<file path="src/rtl/bram_acc_pkg.sv">
// rtl/bram_acc_pkg.sv - shared state encoding and width defaults for the BRAM write controller
package bram_acc_pkg;

  localparam int AWIDTH_DEF = 8;
  localparam int DWIDTH_DEF = 32;

  localparam logic [1:0] ST_IDLE = 2'b00;
  localparam logic [1:0] ST_RUN  = 2'b01;
  localparam logic [1:0] ST_DONE = 2'b10;

endpackage

</file>
<file path="src/rtl/counter_write.sv">
// rtl/counter_write.sv - BRAM write address counter with increment and clear
module counter_write #(
  parameter int AWIDTH = 8
) (
  input  logic              clk,
  input  logic              reset_n,
  input  logic              write_run_i,
  input  logic              write_done_i,
  output logic [AWIDTH-1:0] count_o
);

  logic [AWIDTH-1:0] count_q;
  logic [AWIDTH-1:0] count_d;

  // Advance after each accepted word, return to zero when the burst closes
  always_comb begin
    count_d = count_q;
    if (write_done_i) begin
      count_d = '0;
    end else if (write_run_i) begin
      count_d = count_q + AWIDTH'(1);
    end
  end

  // Count register, cleared asynchronously so an abandoned burst restarts at 0
  always_ff @(posedge clk or negedge reset_n) begin
    if (!reset_n) begin
      count_q <= '0;
    end else begin
      count_q <= count_d;
    end
  end

  assign count_o = count_q;

endmodule

</file>
<file path="src/rtl/bram_write_ctrl.sv">
// rtl/bram_write_ctrl.sv - streams a fixed-length burst of words into consecutive BRAM addresses
module bram_write_ctrl
  import bram_acc_pkg::*;
#(
  parameter int AWIDTH = AWIDTH_DEF,
  parameter int DWIDTH = DWIDTH_DEF
) (
  input  logic              clk,
  input  logic              reset_n,
  input  logic              start_i,
  input  logic [AWIDTH-1:0] num_cnt_i,
  input  logic              s_valid_i,
  output logic              s_ready_o,
  input  logic [DWIDTH-1:0] s_data_i,
  output logic [AWIDTH-1:0] addr_o,
  output logic              ce_o,
  output logic              we_o,
  output logic [DWIDTH-1:0] d_o,
  output logic              idle_o,
  output logic              run_o,
  output logic              done_o
);

  logic [1:0]        state_q, state_d;
  logic [AWIDTH-1:0] num_q, num_d;
  logic [AWIDTH-1:0] count;
  logic              handshake;
  logic              last_write;

  assign s_ready_o  = (state_q == ST_RUN);
  assign handshake  = s_valid_i & s_ready_o;
  // Only evaluated in RUN, where num_q is never zero, so the subtraction cannot underflow
  assign last_write = handshake && (count == AWIDTH'(num_q - AWIDTH'(1)));

  // Next state and burst-length latch; start is only honoured from IDLE
  always_comb begin
    state_d = state_q;
    num_d   = num_q;
    case (state_q)
      ST_IDLE: begin
        if (start_i) begin
          num_d   = num_cnt_i;
          state_d = (num_cnt_i == '0) ? ST_DONE : ST_RUN;
        end
      end
      ST_RUN: begin
        if (last_write) begin
          state_d = ST_DONE;
        end
      end
      ST_DONE: begin
        state_d = ST_IDLE;
      end
      default: begin
        state_d = ST_IDLE;
      end
    endcase
  end

  // State and latched length registers
  always_ff @(posedge clk or negedge reset_n) begin
    if (!reset_n) begin
      state_q <= ST_IDLE;
      num_q   <= '0;
    end else begin
      state_q <= state_d;
      num_q   <= num_d;
    end
  end

  // Handshake never coincides with DONE, so increment and clear are exclusive
  counter_write #(
    .AWIDTH (AWIDTH)
  ) u_counter_write (
    .clk          (clk),
    .reset_n      (reset_n),
    .write_run_i  (handshake),
    .write_done_i (state_q == ST_DONE),
    .count_o      (count)
  );

  assign addr_o = count;
  assign ce_o   = handshake;
  assign we_o   = handshake;
  assign d_o    = handshake ? s_data_i : '0;
  assign idle_o = (state_q == ST_IDLE);
  assign run_o  = (state_q == ST_RUN);
  assign done_o = (state_q == ST_DONE);

endmodule

</file>
<file path="config.mk">
export PLATFORM = sky130hd
export DESIGN_NAME = bram_write_ctrl
export DESIGN_NICKNAME = d
export VERILOG_FILES = /design/src/rtl/bram_acc_pkg.sv /design/src/rtl/counter_write.sv /design/src/rtl/bram_write_ctrl.sv
export SDC_FILE = /design/constraint.sdc
export NUM_CORES = 1
export LEC_CHECK = 0
export CAP_MARGIN = 30
export CORE_ASPECT_RATIO = 0.6
export CORE_UTILIZATION = 35
export CTS_CLUSTER_SIZE = 16
export DETAILED_ROUTE_END_ITERATION = 16
export PLACE_DENSITY_LB_ADDON = 0.3
export SLEW_MARGIN = 20
export SYNTH_ARGS = -nofsm -noshare
export SYNTH_HDL_FRONTEND = slang
export SYNTH_SLANG_ARGS = --single-unit
</file>
<file path="constraint.sdc">
create_clock -name clk -period 1.7 [get_ports clk]
set_input_delay 0.17 -clock clk [delete_from_list [all_inputs] [get_ports clk]]
set_output_delay 0.17 -clock clk [all_outputs]
set_load 0.005 [all_outputs]
</file>
======== After elaboration in Yosys (flattened, before gate mapping) ========
Index checks and enable logic that the tools add are counted.
storage, ports and cells
  output and inout bits ................... 46
  register bits after elaboration ......... 18
  word-level logic and storage cells ...... 24
  bits of input ports ..................... 44
cells by class
  reduce and logical (&&, ||, !) cells .... 6
  bitwise gates (word level) .............. 1
  eq/ne operators ......................... 5
  add/subtract/negate cells ............... 2
  mux-type cells .......................... 7
operators with widths
  cell                                                                 number
  32-bit 2-to-1 mux                                                    1
  8-bit 2-to-1 mux                                                     2
  8-bit by 1-bit adder with 8-bit output (second input constant)       1
  8-bit == test                                                        1
  8-bit logical NOT                                                    1
  8-bit by 1-bit subtractor with 8-bit output (second input constant)  1
  2-bit 2-to-1 mux                                                     3
  2-bit case mux with 2 select lines                                   1
  2-bit AND reduction                                                  2
  2-bit by 1-bit == test with 1-bit output (second input constant)     1
  2-bit == test (second input constant)                                1
  2-bit logical NOT                                                    1
  2-bit by 1-bit != test with 1-bit output (second input constant)     1
  2-bit != test (second input constant)                                1
  2-bit nonzero test                                                   1
  1-bit bitwise AND                                                    1
  1-bit logical AND                                                    1

======== Depth between registers and ports, before layout ========
  word-level depth ........................ 5
  gate-level depth with buffers ........... 8
  depth with buffers taken out ............ 8

======== Cells and area by module ========
Synthesis repeated with hierarchy kept, for this count alone.
second synthesis, totals
  cell total of the unflattened synthesis .. 140
  area total of the unflattened synthesis .. 1,276.2 um2
modules (own cells, without submodules)
  module           cells each  area each (um2)  times used  sequential area each (um2)
  bram_write_ctrl  103         879.6            1           250.2
  counter_write    37          396.6            1           200.2

======== Worst setup path before layout ========
Ideal clock, no wire load.
  path kind ............................... reg-to-reg
  start point ............................. register num_q[2]
  end point ............................... register state_q[0]
  arrival ................................. 1.432 ns
  setup time .............................. 0.121 ns
  data required time ...................... 1.579 ns
  slack ................................... 0.147 ns
  stages on the path, launching flop included .. 7
  buffers on the path ..................... 0
  period minus slack after synthesis ...... 1.553 ns
  cells stage by stage .................... dfrtp_1 -> nor4_4 -> nand2_1 -> xor2_1 -> nor3b_2 -> o21ai_1 -> a22o_1
between the ends
  longest elaborated chain between the ends .. 5
ends and longest elaborated chain
  element                                                    line                   RTL
  start, declared                                            bram_write_ctrl.sv:25  logic [AWIDTH-1:0] num_q, num_d;
  start signal, assigned                                     bram_write_ctrl.sv:67  num_q <= num_d;
  8-bit by 1-bit subtractor with 8-bit output                bram_write_ctrl.sv:33  assign last_write = handshake && (count == AWIDTH'(num_q - AWIDTH'(1)));
  8-bit == test                                              bram_write_ctrl.sv:33
  1-bit logical AND                                          bram_write_ctrl.sv:33
  2-bit by 1-bit != test with 1-bit output (no source line)  --
  2-bit AND reduction (no source line)                       --
  end signal, assigned                                       bram_write_ctrl.sv:66  state_q <= state_d;
  end, declared                                              bram_write_ctrl.sv:24  logic [1:0] state_q, state_d;
No other way between the ends.
A chain may end at the register's enable or synchronous reset.

======== Worst setup path in the final report ========
  start point ............................. register state_q[1]
  end point ............................... output d_o[19]
between the ends
  longest elaborated chain between the ends .. 3
ends and longest elaborated chain
  element                                   line                   RTL
  2-bit by 1-bit == test with 1-bit output  bram_write_ctrl.sv:30  assign s_ready_o = (state_q == ST_RUN);
  1-bit bitwise AND                         bram_write_ctrl.sv:31  assign handshake = s_valid_i & s_ready_o;
  32-bit 2-to-1 mux                         bram_write_ctrl.sv:85  assign d_o = handshake ? s_data_i : '0;
  end, declared                             bram_write_ctrl.sv:18  output logic [DWIDTH-1:0] d_o,
No other way between the ends.

==> results.py <==
metrics = {
    "global_route": {
        "pin_count_of_the_biggest_net_entering_global_routing": 19,
        "first_global_vias": 1454,
        "antenna_found_initial": 0,
        "grt.overflow.total": 0,
        "grt_use_total_pct": 25.23,
        "grt_pass1_wl_mm": 7.521,
    },
    "floorplanning": {
        "initial_utilization_pct": 37.95,
        "design.core.area_um2": 3363,
        "ioPinCount": 90,
        "die_area_um2": 3900,
        "fp-row-count": 16,
        "die_y_um": 48.78,
        "die_w_um": 79.96,
    },
    "sta": {
        "timing_worst_slew_pin_value_ps": 569.3,
        "slew_violations": 0,
        "final_hold_violations": 0,
        "fin_crit_sh_pct": 100.1,
        "final.setup.worst_slack_ps": -0.9988,
        "f_max_mhz": 587.9,
        "report.final.setup_viol": 1,
        "clock_skew_ps": 1.252,
        "rsz_0062_raised_after_global_routing": "yes",
        "finalWorstPathRequiredPeriod_ps": 1701,
        "slew_headroom_pct": 61.70,
    },
    "cts": {
        "clock-root-buffer": "clkbuf_8",
        "h_tree_lvls": 1,
        "tritoncts_clock_tree": "built",
        "cts_num_sinks": 18,
        "clk_latency_ps": 250,
        "cts_inserted_buffers": 3,
        "clock_transition_at_path_regs_ps": 70,
        "cts-root-to-sink-buffers": 2,
    },
    "drt": {
        "via_per_inst": 5.125,
        "detail_route.wirelength_mm": 4.821,
        "routed_wire_length_per_instance_um": 15.86,
        "drt-initial-drc-count": 87,
        "route.antenna.remaining_nets": 0,
        "total_drc_errors_in_the_routed_layout": 0,
        "vias": 1558,
        "first_pass_iters": 4,
    },
    "yosys": {
        "synth.distinct_cells": 33,
        "synthCells": 150,
        "syn-num-nets": 196,
        "yosysSeqAreaShare_pct": 35.29,
        "synth.cell_area_um2": 1276,
        "avgSynthCellArea_um2": 8.508,
        "postSynthRegisterBits": 18,
        "yosys_warnings": 0,
    },
    "worst_setup_path": {
        "worst_path_cell_with_the_longest_stage_delay": "dfrtp_1",
        "cp.depth": 6,
        "worst_r2r_startpoint": "num_q[5]",
        "cp-startpoint": "state_q[1]",
        "path_cells": "and2b_4 -> buf_6 -> buf_12 -> clkbuf_16 -> and3_4 -> buf_6",
        "critPathBufInv": 4,
        "r2r_cells": 6,
        "critPathKind": "flip-flop to output pin",
        "worst_ep_required_time_ps": 1530,
        "cpPeakStageDelay_ps": 380,
        "crit_family": "simple AND/OR/NAND/NOR gates",
        "ff_to_ff_setup_slack_ps": 30,
        "crit_arrival_ps": 1530,
        "timing.critical_path.to_type": "output pin",
        "worstPathMaxFanout": 7,
        "setup.worst_path.start_class": "flip-flop",
        "critical_path.reg2reg.endpoint": "state_q[0]",
        "top_cell_by_count_worst_path": "buf_6",
    },
    "pwr": {
        "max-vdd-ir-drop_mv": 0.7587,
        "power.share.switching_pct": 37.85,
        "sequentialPowerShare_pct": 29.6,
        "share_clk_of_total_power_pct": 11.1,
        "total_leakage_power_uw": 0.001184,
        "internal_power_uw": 1660,
        "tot_pwr_uw": 2670,
        "power_per_cell_area_nw_per_um2": 1058,
        "combinationalPowerShare_pct": 59.3,
        "p_sw_uw": 1011,
    },
    "cells_and_area": {
        "post_layout_net_count": 307,
        "num_antenna_cells": 0,
        "final_design_area_no_fill_um2": 2525,
        "drive_gt1_share_pct": 37.07,
        "layout_area_growth_over_synthesis_pct": 97.84,
    },
    "placed_design": {
        "port_buffers": 89,
        "placed_area_um2": 2344,
        "finalWeightedCongestion": 0.8203,
        "dp_hpwl_mm": 3.448,
    },
    "job": {
        "max-cap-violations": 0,
    },
    "outcome": {
        "status": "finished with violations",
        "failed_checks": "setup timing",
    },
    "worst_hold_path": {
        "worstHoldPathType": "input pin to asynchronous set/reset pin",
    },
}
worst max path at each step:
stage	end	slack (ps)
after detailed placement	d_o[19]	-40
final	d_o[19]	-1
after global placement	d_o[19]	-20
after CTS	d_o[11]	-50
after global routing	state_q[0]	-80
after floorplan	state_q[0]	150
placed cells by master, fill, tap and decap left out, types with 2 or more instances in the layout:
master,n
clkbuf_8,3
clkdlybuf4s50_1,53
buf_2,18
and3_4,13
nor4_1,2
dfrtp_1,17
clkdlybuf4s15_2,2
xor2_1,8
mux2_2,6
nand2b_1,2
o21ai_0,10
dlygate4sd2_1,2
buf_4,20
nor2_2,2
buf_12,3
nand2_1,15
nor3_1,2
a31oi_1,2
buf_6,15
xnor2_1,5
nor2_1,9
nand4_1,4
and3_1,21
clkdlybuf4s15_1,2
repair_timing:
item | 4_1_cts | 5_1_grt
resized for setup | 127 | 48
pin swaps | 1 | 13
gates cloned | 1 | 1
setup buffers | 6 | 2
hold buffers | 0 | 0
endpoints found under the setup margin | 37 | 39
cells in the mapped netlist (all sizes together):
library cell   n  share of area [%]
and3          34                 17
dfrtp         18                 35
nand2         16                4.9
nor2          11                3.2
o21ai         11                4.3
xor2           8                5.5
clkbuf         7                2.2
mux2           6                5.3
xnor2          5                3.4
nand4          4                2.0
nor4           4                3.1
buf            3                1.6
inv            3               0.88
nor3           3                1.2
a31oi          2               0.98
ha             2                2.0
nand2b         2               0.98
nand3          2               0.78
a21o           1               0.59
a22o           1               0.69
and2           1               0.49
and2b          1               0.69
and4           1               0.69
nand3b         1               0.59
nor2b          1               0.49
nor3b          1               0.98
o211ai         1               0.59
registers in the layout, indices dropped and copies added, names as in the netlist:
register	cells
num_q	8
u_counter_write.count_o	8
state_q	2
cell type report:
class / count / area, µm²
Tap cell: 45 / 56.30
Sequential cell: 18 / 451.7
Fill cell: 240 / 838.3
Clock buffer: 3 / 41.29
Multi-Input combinational cell: 119 / 877.1
Timing Repair Buffer: 116 / 1085
Inverter: 3 / 13.76
per-layer routing:
| layer | track usage (%) | vias up | share of wire (%) |
|---|---|---|---|
| met2 | 39.46 | 41 | 49 |
| met4 | 5.060 | 0 | 1.2 |
| met1 | 35.41 | 761 | 46 |
| li1 | - | 748 | - |
| met3 | 6.355 | 8 | 4.7 |
| met5 | 0 | - | 0 |
through the flow:
| stage | setup slack (ps) | setup TNS (ps) | utilization [%] | hold WS [ps] | cells |
|---|---|---|---|---|---|
| 6_report | -0.9988 | -0.9988 | 75.07 | 246.4 | 304 |
| 5_1_grt | -78.55 | -722.8 | 75.07 | 254.0 | 304 |
| 4_1_cts | -54.73 | -406.1 | 71.39 | 252.3 | 303 |
| 3_5_place_dp | -43.60 | -467.8 | 69.68 | 517.0 | 293 |
| 3_3_place_gp | -23.15 | -186.7 | 69.68 | 515.1 | 293 |
| 2_1_floorplan | 146.8 | 0 | - | -125.6 | 150 |
power groups by stage:
| stage | registers (µW) | clock network [µW] | logic, µW |
|---|---|---|---|
| after floorplan | 752 | 0 | 684 |
| after global placement | 775 | 0 | 1350 |
| after detailed placement | 777 | 0 | 1370 |
| after CTS | 774 | 304 | 1450 |
| after global routing | 810 | 327 | 1720 |
| final | 790 | 297 | 1580 |
logic make-up after synthesis:
group | after synthesis | share of synthesized area (%)
xor+xnor | 13 | 8.922
mux | 6 | 5.294
buf+inv | 13 | 4.607
flops | 18 | 35.29
simple gates | 82 | 36.76
fa+ha+maj | 2 | 1.960
compound gates | 16 | 7.157
Note: power is estimated with default switching activity, not from simulation.
